--- src/rtl/prg_mem_port.sv ---
// prg_mem_port: per-CPU-cycle memory responder between the active mapper and the SDRAM arbiter.
// Optional mem_ack timeout with sticky err flag is enabled by defining PRG_MEM_TIMEOUT_EN.
module prg_mem_port #(
  parameter int unsigned ADDR_BITS   = 23,
  parameter int unsigned SETTLE      = 3,
  parameter int unsigned SYNC_STAGES = 2,
  parameter int unsigned TIMEOUT     = 15
) (
  input  logic                 clk,
  input  logic                 reset,
  input  logic                 m2,
  input  logic                 cpu_rw,
  input  logic [7:0]           cpu_data_in,
  input  logic [ADDR_BITS-1:0] prg_addr,
  input  logic                 prg_oe,
  input  logic                 prg_we,
  input  logic                 wram_ce,
  output logic [7:0]           cpu_data_out,
  output logic                 cpu_data_oe,
  output logic                 mem_req,
  output logic                 mem_we,
  output logic [ADDR_BITS-1:0] mem_addr,
  output logic [7:0]           mem_wdata,
  input  logic                 mem_ack,
  input  logic [7:0]           mem_rdata,
  output logic                 err
);

  localparam int unsigned SW = (SETTLE > 1) ? $clog2(SETTLE) : 1;

  if (SETTLE < 1) begin : g_settle_chk
    $error("prg_mem_port: SETTLE must be at least 1");
  end
  if (SYNC_STAGES < 2) begin : g_sync_chk
    $error("prg_mem_port: SYNC_STAGES must be at least 2");
  end
  if (TIMEOUT < 1) begin : g_tmo_chk
    $error("prg_mem_port: TIMEOUT must be at least 1");
  end

  typedef enum logic [2:0] {
    S_IDLE,
    S_SETTLE,
    S_RD_REQ,
    S_DRIVE,
    S_WR_WAIT,
    S_WR_REQ,
    S_DONE
  } state_t;

  state_t                 state;
  logic [SYNC_STAGES-1:0] m2_sync;
  logic                   m2_q;
  logic                   m2_s;
  logic                   rise;
  logic                   fall;
  logic                   fall_next;
  logic [SW-1:0]          settle_cnt;
  logic [7:0]             data_cap;
  logic                   pending;

  // Synchronizer is deliberately not reset so a reset inside a CPU cycle cannot fake a rise event.
  always_ff @(posedge clk) begin
    m2_sync <= {m2_sync[SYNC_STAGES-2:0], m2};
    m2_q    <= m2_sync[SYNC_STAGES-1];
  end

  assign m2_s      = m2_sync[SYNC_STAGES-1];
  assign rise      = m2_s & ~m2_q;
  assign fall      = ~m2_s & m2_q;
  // High when m2_s is about to drop; lets the drive enable fall together with m2_s.
  assign fall_next = m2_s & ~m2_sync[SYNC_STAGES-2];

  always_ff @(posedge clk) begin
    if (reset) begin
      data_cap <= '0;
    end else if (m2_s) begin
      data_cap <= cpu_data_in;
    end
  end

`ifdef PRG_MEM_TIMEOUT_EN
  localparam int unsigned TW = (TIMEOUT > 1) ? $clog2(TIMEOUT) : 1;
  logic [TW-1:0] tmo_cnt;
`endif

  // Cycle sequencer and all registered outputs.
  always_ff @(posedge clk) begin
    if (reset) begin
      state        <= S_IDLE;
      settle_cnt   <= '0;
      pending      <= 1'b0;
      mem_req      <= 1'b0;
      mem_we       <= 1'b0;
      mem_addr     <= '0;
      mem_wdata    <= '0;
      cpu_data_out <= 8'h00;
      cpu_data_oe  <= 1'b0;
      err          <= 1'b0;
`ifdef PRG_MEM_TIMEOUT_EN
      tmo_cnt      <= '0;
`endif
    end else begin
      case (state)
        S_IDLE: begin
          if (rise) begin
            settle_cnt <= SW'(SETTLE - 1);
            state      <= S_SETTLE;
          end
        end

        S_SETTLE: begin
          if (fall) begin
            state <= S_IDLE;
          end else if (settle_cnt != '0) begin
            settle_cnt <= settle_cnt - SW'(1);
          end else begin
            mem_addr <= prg_addr;
            if (cpu_rw && prg_oe) begin
              mem_req <= 1'b1;
              mem_we  <= 1'b0;
              state   <= S_RD_REQ;
`ifdef PRG_MEM_TIMEOUT_EN
              tmo_cnt <= '0;
`endif
            end else if (!cpu_rw && (prg_we || wram_ce)) begin
              state <= S_WR_WAIT;
            end else begin
              state <= S_DONE;
            end
          end
        end

        S_RD_REQ: begin
          if (fall) begin
            // Cycle too short: abandon the request; a later ack lands in IDLE and is ignored.
            mem_req <= 1'b0;
            state   <= S_IDLE;
          end else if (mem_ack) begin
            mem_req      <= 1'b0;
            cpu_data_out <= mem_rdata;
            cpu_data_oe  <= ~fall_next;
            state        <= S_DRIVE;
          end
`ifdef PRG_MEM_TIMEOUT_EN
          else if (tmo_cnt == TW'(TIMEOUT - 1)) begin
            mem_req      <= 1'b0;
            err          <= 1'b1;
            cpu_data_out <= 8'hFF;
            cpu_data_oe  <= ~fall_next;
            state        <= S_DRIVE;
          end else begin
            tmo_cnt <= tmo_cnt + TW'(1);
          end
`endif
        end

        S_DRIVE: begin
          if (fall || fall_next) begin
            cpu_data_oe <= 1'b0;
            state       <= S_IDLE;
          end else begin
            cpu_data_oe <= 1'b1;
          end
        end

        S_WR_WAIT: begin
          if (fall) begin
            mem_req   <= 1'b1;
            mem_we    <= 1'b1;
            mem_wdata <= data_cap;
            state     <= S_WR_REQ;
`ifdef PRG_MEM_TIMEOUT_EN
            tmo_cnt   <= '0;
`endif
          end
        end

        S_WR_REQ: begin
          if (rise) begin
            pending <= 1'b1;
          end else if (fall) begin
            pending <= 1'b0;
          end
          if (mem_ack) begin
            mem_req <= 1'b0;
            mem_we  <= 1'b0;
            pending <= 1'b0;
            // A CPU cycle that started during the write is picked up now if M2 is still high.
            if ((pending || rise) && m2_s) begin
              settle_cnt <= SW'(SETTLE - 1);
              state      <= S_SETTLE;
            end else begin
              state <= S_IDLE;
            end
          end
`ifdef PRG_MEM_TIMEOUT_EN
          else if (tmo_cnt == TW'(TIMEOUT - 1)) begin
            mem_req <= 1'b0;
            mem_we  <= 1'b0;
            pending <= 1'b0;
            err     <= 1'b1;
            state   <= S_IDLE;
          end else begin
            tmo_cnt <= tmo_cnt + TW'(1);
          end
`endif
        end

        S_DONE: begin
          if (fall) begin
            state <= S_IDLE;
          end
        end

        default: state <= S_IDLE;
      endcase
    end
  end

endmodule
--- config.mk ---
export PLATFORM = sky130hd
export DESIGN_NAME = prg_mem_port
export DESIGN_NICKNAME = d
export VERILOG_FILES = /design/src/rtl/prg_mem_port.sv
export SDC_FILE = /design/constraint.sdc
export NUM_CORES = 1
export LEC_CHECK = 0
export ABC_CLOCK_PERIOD_IN_PS = 2200
export CORE_MARGIN = 1.5
export CORE_UTILIZATION = 40
export DETAILED_ROUTE_END_ITERATION = 7
export PLACE_DENSITY_LB_ADDON = 0.3
export SLEW_MARGIN = 30
export SYNTH_ARGS = -nofsm -noshare
export SYNTH_HDL_FRONTEND = slang
export SYNTH_SLANG_ARGS = --single-unit
--- constraint.sdc ---
create_clock -name clk -period 2.2 [get_ports clk]
set_input_delay 0.44 -clock clk [delete_from_list [all_inputs] [get_ports clk]]
set_output_delay 0.44 -clock clk [all_outputs]
set_load 0.01 [all_outputs]
* Word-level counts from Yosys, hierarchy flattened
Cells that the tools add are included.
** Word-level totals
- Bits in registers :: 59
- Input bits :: 47
- Output and inout port bits :: 43
- Logic and storage cells :: 103
** Operators by class
- $add $sub $neg :: 1
- Eq/ne operators :: 20
- Muxes and demuxes :: 38
- Bitwise operators :: 9
- Reduce and logical (&&, ||, !) cells :: 23
** Operator list (count)
- $mux W3 :: 10
- $ne A2 B2 Y1 const B :: 12
- $pmux W3 S7 :: 1
- $mux W1 :: 17
- $mux W2 :: 6
- $reduce_and A6 Y1 :: 2
- $eq A3 B3 Y1 const B :: 3
- $reduce_and A3 Y1 :: 3
- $reduce_bool A3 Y1 :: 3
- $reduce_and A7 Y1 :: 1
- $eq A3 B2 Y1 const B :: 2
- $ne A3 B3 Y1 const B :: 2
- $not A1 Y1 :: 6
- $pmux W2 S3 :: 1
- $reduce_and A5 Y1 :: 1
- $pmux W1 S4 :: 1
- $reduce_and A2 Y1 :: 2
- $reduce_bool A2 Y1 :: 2
- $reduce_bool A4 Y1 :: 1
- $and A1 B1 Y1 :: 3
- $eq A3 B1 Y1 const B :: 1
- $logic_and A1 B1 Y1 :: 3
- $logic_not A3 Y1 :: 1
- $logic_or A1 B1 Y1 :: 3
- 4 further kinds :: 4

* Depth between registers and ports, before layout
Gate-level depths: netlist (run 1).
- Depth in word-level cells :: 7
- Depth in mapped cells :: 7
- Mapped depth without buffers :: 6

* Worst setup path before layout (run 1)
Ideal clock, no wire load.
- Path kind :: input to register
- From :: in mem_ack
- To :: reg state[0]
- Data arrival time :: 1619 ps
- Data required time :: 2113 ps
- Slack :: 494 ps
- Stages on the path :: 5
- Buffers on the path :: 1
- Cells stage by stage :: buf_2 > or3b_1 > o32a_1 > a311o_1 > o31ai_1
** On the way
- Word-level cells in the longest chain between the ends :: 2
- Elaborated cells on any way between the ends :: 3
** RTL lines
- start: declaration :: RTL line 24 : input logic mem_ack,
- $ne A3 B3 Y1 (no source line) / $ne A2 B2 Y1 (equally long branches)
- $reduce_and A7 Y1 (no source line) (*)
- end signal: assignment :: RTL line 90 : state <= S_IDLE;
- end signal: assignment :: RTL line 108 : state <= S_SETTLE;
- end signal: assignment :: RTL line 114 : state <= S_IDLE;
- end: declaration :: RTL line 51 : state_t state;
Every way passes the cells marked *; elsewhere a longest branch is shown, timed or not.
A chain may end at the register's enable or synchronous reset.

* Worst setup path in the final report (run 1)
- From :: reg m2_q
- To :: reg mem_req
** On the way
- Word-level cells in the longest chain between the ends :: 3
- Elaborated cells on any way between the ends :: 6
** RTL lines
- start: declaration :: RTL line 53 : logic m2_q;
- start signal: assignment :: RTL line 65 : m2_q <= m2_sync[SYNC_STAGES-1];
- $and A1 B1 Y1 (*) :: RTL line 70 : assign fall = ~m2_s & m2_q;
- $mux W1 / $ne A2 B2 Y1 (equally long branches)
- $pmux W1 S4 / $reduce_and A5 Y1 (equally long branches)
- end signal: assignment :: RTL line 120 : mem_req <= 1'b1;
- end signal: assignment :: RTL line 137 : mem_req <= 1'b0;
- end signal: assignment :: RTL line 140 : mem_req <= 1'b0;
- end: declaration :: RTL line 20 : output logic mem_req,
Marks and branches as above.

==> flow_summary.json, run 1 <==
{
  "post-route-min-period_ns": 1.87,
  "synth_top_family_by_area": "simple AND/OR/NAND/NOR gates",
  "dieWidth_um": 81.1,
  "slew_headroom_pct": 49.5,
  "critPathMaxFanout": 10,
  "seq_area_frac_synth_pct": 48.4,
  "required_ns": 2.47,
  "hold_ws_ns": 0.405,
  "hold_class": "flip-flop to flip-flop",
  "synth.distinct_cells": 44,
  "netlist_area_um2": 2440,
  "die_h_um": 81.1,
  "core_area_um2": 5920,
  "setup_viol": 0,
  "io_buffers": 88,
  "num_rows": 28,
  "clk_latency_ns": 0.33,
  "fillers": 534,
  "timing.rr.end": "mem_req$_SDFFE_PP0P_",
  "ys_dominant_reg_cell": "dfxtp_1",
  "async_flop_share_pct": 0,
  "worst_pin_slew_ns": 0.757,
  "grt_pass1_wl_um": 9240,
  "holdPathStages": 0,
  "antenna_found_initial": 0,
  "arrival_ns": 2.14,
  "hpwl_um": 3960,
  "rsz0062_at_grt": "false",
  "ctsResizeCount": 0,
  "drtIter0Drc": 155,
  "syn_avg_cell_area_um2": 8.75,
  "yosysTopAreaCell": "dfxtp_1",
  "route.antenna.remaining_nets": 0,
  "drc": 0,
  "p_total_w": 0.00325,
  "ir_worst_vdd_mv": 0.440,
  "grt_util_all_layers_pct": 18.4,
  "synth-edff-count": 0,
  "post-route-period-util_pct": 84.9,
  "ctsHtreeMaxLevel": 3,
  "clock_path_buffers": 2,
  "syn_to_final_growth_pct": 47.3,
  "timing.fmax_mhz": 536,
  "maxSlewViolCount": 0,
  "synth_cells": 279,
  "worstSetupPathType": "flip-flop to flip-flop",
  "cts_buffers": 9,
  "drt_wl_total_um": 5810,
  "max-cap-violations": 0,
  "fp.dieArea_um2": 6580,
  "powerDensity_nw_per_um2": 903,
  "cts.sinks": 59,
  "yosysWarnings": 0,
  "yosys-top-cells-area": "dfxtp_1, mux2i_1, nand2_1",
  "place_congestion": 0.791,
  "cts_tree": "built",
  "wire_per_inst_um": 13.1,
  "crit_path_end_kind": "flip-flop",
  "synth_adder_area_share_pct": 0.512,
  "reg2reg_depth": 4,
  "synthMuxAreaShare_pct": 10.7,
  "synth-compound-area-share_pct": 13.8,
  "design_area_um2": 3600,
  "clk_pin_slew_ns": 0.07,
  "cts_root_buffer": "clkbuf_8",
  "io_pins": 90,
  "outcome": "finished clean",
  "rrSetupSlack_ns": 0.33,
  "grt_max_degree": 44,
  "worst_clock_skew_ns": 0.00866,
  "start_kind": "flip-flop",
  "post_cts_buffers": 0,
  "synth-simple-area-share_pct": 20.7,
  "via_per_inst": 4.94,
  "p_leak_nw": 1.36,
  "drive_gt1_share_pct": 7.59,
  "r2r-start": "m2_q$_DFF_P_",
  "synth_xor_area_share_pct": 0,
  "syn_nets": 327,
  "cts.hold.buffers_added": 0,
  "synth-seq-cells": 59,
  "grt_pass1_vias": 2013,
  "synth_top_area_share_pct": 48.4,
  "fin_tns_setup_ns": 0,
  "overflow": 0,
  "initial_core_util_pct": 41.3,
  "place_area_um2": 3380,
  "hp-start": "m2_sync[0]$_DFF_P_",
  "vias": 2194,
  "firstDrtPassIters": 5,
  "min_to": "m2_sync[1]$_DFF_P_",
  "n_antenna_cell": 0,
  "nets": 413,
  "final_hold_viol_count": 0
}
## through the flow
step / cells / setup slack (ns) / util (%)
floorplan: 279 / 0.494 / -
global placement: 429 / 0.177 / 57.1
detailed placement: 429 / 0.156 / 57.1
CTS: 444 / 0.324 / 60.8
global route: 444 / 0.230 / 60.8
finish: 444 / 0.333 / 60.8
## power breakdown
| part | internal, W | switching (W) | total (W) |
|---|---|---|---|
| logic | 0.000440 | 0.000439 | 0.000879 |
| clock network | 0.000663 | 0.000410 | 0.00107 |
| registers | 0.00119 | 0.000103 | 0.00130 |
| total | 0.00230 | 0.000952 | 0.00325 |
## layout make-up
type                    count  area [um2]  share of cell area (%)
clock buffers              11         141                    3.93
multi-input cells         189        1130                    31.3
clock inverters             4        75.1                    2.09
well taps                  75        93.8                    2.61
inverters                   8        30.0                   0.834
repair buffers             98         951                    26.4
flip-flops and latches     59        1180                    32.8
## worst max path at each step
stage                                           end          from  cells after the start  slack, ns
after floorplan               state[0]$_SDFFE_PP0P_       mem_ack                      5       0.49
after global placement        state[0]$_SDFFE_PP0P_       mem_ack                      5       0.18
after detailed placement      state[0]$_SDFFE_PP0P_       mem_ack                      5       0.16
after CTS                      mem_req$_SDFFE_PP0P_  m2_q$_DFF_P_                      4       0.32
after global routing      mem_wdata[5]$_SDFFE_PP0P_  m2_q$_DFF_P_                      4       0.23
final                          mem_req$_SDFFE_PP0P_  m2_q$_DFF_P_                      4       0.33
## worst max-delay path: stages (launching register included)
cell	delay (ns)
dfxtp_1	0.55
nand2b_4	0.11
or4_1	0.73
o211ai_1	0.22
o311a_1	0.19
## cells in the mapped netlist, types with 2 or more instances
master	instances
nor2_1	29
inv_1	8
o21bai_1	2
nand3b_1	3
nand3_1	4
nor3_1	2
and4_1	3
nor2b_1	3
buf_2	10
o31ai_1	3
nor3b_1	2
a21oi_1	28
or4_1	3
o21ai_0	5
clkbuf_1	10
mux2i_1	26
dfxtp_1	59
o211ai_1	3
nand2_1	50
nand2b_1	2
## registers in the layout, summed over array words and instances (netlist names)
register,count
mem_we,1
mem_wdata,8
m2_sync,2
cpu_data_out,8
mem_req,1
data_cap,8
m2_q,1
pending,1
settle_cnt,2
mem_addr,23
state,3
cpu_data_oe,1
## cells by family after synthesis
group	count (synthesis)
simple gates	108
flops	59
compound gates	53
buf+inv	31
mux	26
fa+ha+maj	1
other cells	1
## routing by layer
layer,vias to the layer above,part of all wire (%),track usage [%]
met4,0,0.67,10.0
li1,1123,-,-
met5,-,0,0
met2,76,47,28.3
met1,990,45,23.1
met3,5,7.6,5.51
## layout by cell type, fill, tap and decap left out, types with 2 or more instances in the layout
cell,count
mux2i_1,26
nand3_1,4
dfxtp_1,59
o21bai_1,2
nand2_1,50
clkdlybuf4s50_1,87
o31ai_1,3
inv_1,8
nor2b_1,3
nor2_1,29
clkinvlp_4,2
nand3b_1,3
nand2b_1,2
o211ai_1,3
nor3b_1,2
buf_4,10
o21ai_0,5
bufinv_16,2
and4_1,3
or4_1,3
clkbuf_8,10
a21oi_1,28
(Power assumes the default switching activity.)
==> inputs of run 2 (changes only) <==
Settings changed: ABC_CLOCK_PERIOD_IN_PS 2200 to 1800.
Clock period 2.2 ns to 1.8 ns, I/O delays scaled along.
==> flow_summary.json, run 2 (synthesis results as in run 1) <==
{
  "holdPathStages": 0,
  "ir_worst_vdd_mv": 0.640,
  "via_per_inst": 4.96,
  "io_buffers": 88,
  "top_register": "mem_addr",
  "max-cap-violations": 0,
  "antenna_found_initial": 0,
  "p_seq_share_pct": 39.9,
  "p_clk_share_pct": 30.9,
  "drive_gt1_share_pct": 9.87,
  "grt_max_degree": 26,
  "largest_reg_flops": 23,
  "wire_per_inst_um": 13.3,
  "clock_path_buffers": 2,
  "hold_ws_ns": 0.390,
  "cts_root_buffer": "clkbuf_8",
  "drc": 0,
  "die_h_um": 81.1,
  "grt_pass1_vias": 2032,
  "drt_wl_total_um": 5980,
  "overflow": 0,
  "rrSetupSlack_ns": 0.10,
  "multi_input_area_um2": 1130,
  "place_congestion": 0.819,
  "arrival_ns": 1.92,
  "switching_share_pct": 30.2,
  "core_area_um2": 5920,
  "hpwl_um": 4160,
  "p_leak_nw": 1.39,
  "cts.hold.buffers_added": 0,
  "cts.sinks": 59,
  "reg2reg_depth": 5,
  "grt_util_all_layers_pct": 19.1,
  "clk_pin_slew_ns": 0.06,
  "syn_to_final_growth_pct": 49.2,
  "ctsHtreeMaxLevel": 3,
  "fin_cells": 450,
  "clk_latency_ns": 0.34,
  "drtIter0Drc": 116,
  "final_common_cell": "clkdlybuf4s50_1",
  "setup_viol": 0,
  "nets": 419,
  "p_comb_share_pct": 29.2,
  "cts_tree": "built",
  "worstSetupPathType": "flip-flop to flip-flop",
  "initial_core_util_pct": 41.3,
  "cts_buffers": 9,
  "io_pins": 90,
  "required_ns": 2.02,
  "vias": 2231,
  "fp.dieArea_um2": 6580,
  "dieWidth_um": 81.1,
  "crit_path_end_kind": "flip-flop",
  "firstDrtPassIters": 4,
  "post-route-min-period_ns": 1.70,
  "fillers": 513,
  "start_kind": "flip-flop",
  "critPathMaxFanout": 9,
  "post-route-period-util_pct": 94.3,
  "post_cts_buffers": 0,
  "num_rows": 28,
  "rsz0062_at_grt": "false",
  "hold_class": "flip-flop to flip-flop",
  "n_antenna_cell": 0,
  "timing.fmax_mhz": 589,
  "outcome": "finished clean",
  "p_int_w": 0.00275,
  "maxSlewViolCount": 0,
  "seq_area_um2": 1180,
  "grt_pass1_wl_um": 9630,
  "fin_util_pct": 61.5,
  "final_hold_viol_count": 0,
  "design_area_um2": 3640,
  "place_inst": 435,
  "final_cell_mix": "clkdlybuf4s50_1, dfxtp_1, nand2_1",
  "route.antenna.remaining_nets": 0,
  "place_area_um2": 3440,
  "powerDensity_nw_per_um2": 1080,
  "hp-start": "m2_sync[0]$_DFF_P_",
  "critPathLaunch": "state[1]$_SDFFE_PP0P_",
  "r2r-start": "state[1]$_SDFFE_PP0P_",
  "switching_power_w": 0.00119,
  "ctsResizeCount": 0,
  "worst_clock_skew_ns": 0.00900
}
run 2: cell count changes in the layout (fill, tap and decap cells not counted), sizes merged:
cell    before  now
buf         11   17
bufinv       2    1
clkinv       0    1
run 2: cell type report:
type,count,share of cell area [%]
clock buffer,11,4.16
clock inverter,4,1.37
inverter,8,0.824
multi-input combinational,189,30.9
sequential,59,32.5
tap,75,2.58
timing repair buffer,104,27.7
run 2: per-layer routing:
layer	GRT usage [%]	part of all wire, %
met3	8.31	7.6
met1	23.5	45
met5	0	0
met2	29.8	46
met4	6.55	1.6
run 2: final timing paths:
check | endpoint
max | mem_wdata[6]$_SDFFE_PP0P_
min | m2_sync[1]$_DFF_P_
max reg2reg | mem_wdata[6]$_SDFFE_PP0P_
min reg2reg | m2_sync[1]$_DFF_P_
run 2: worst max-delay path: stages (launching register included):
cell and delay (ns):
dfxtp_1 0.36, buf_4 0.19, or4_1 0.59, buf_4 0.23
mux2i_1 0.16, nor2_1 0.06
run 2: power by group through the flow:
stage	logic [W]	clock network, W	registers (W)
3_5_place_dp	0.00115	0	0.00160
2_1_floorplan	0.000643	0	0.00161
4_1_cts	0.00115	0.00124	0.00157
3_3_place_gp	0.00113	0	0.00160
6_report	0.00115	0.00122	0.00157
5_1_grt	0.00126	0.00132	0.00160
run 2: stage by stage:
step / total power (W) / worst slack, ns / setup TNS [ns]
CTS: 0.00396 / 0.0729 / 0
global route: 0.00417 / 0.0299 / 0
floorplan: 0.00225 / 0.174 / 0
detailed placement: 0.00275 / -0.171 / -0.586
finish: 0.00394 / 0.102 / 0
global placement: 0.00273 / -0.152 / -0.343
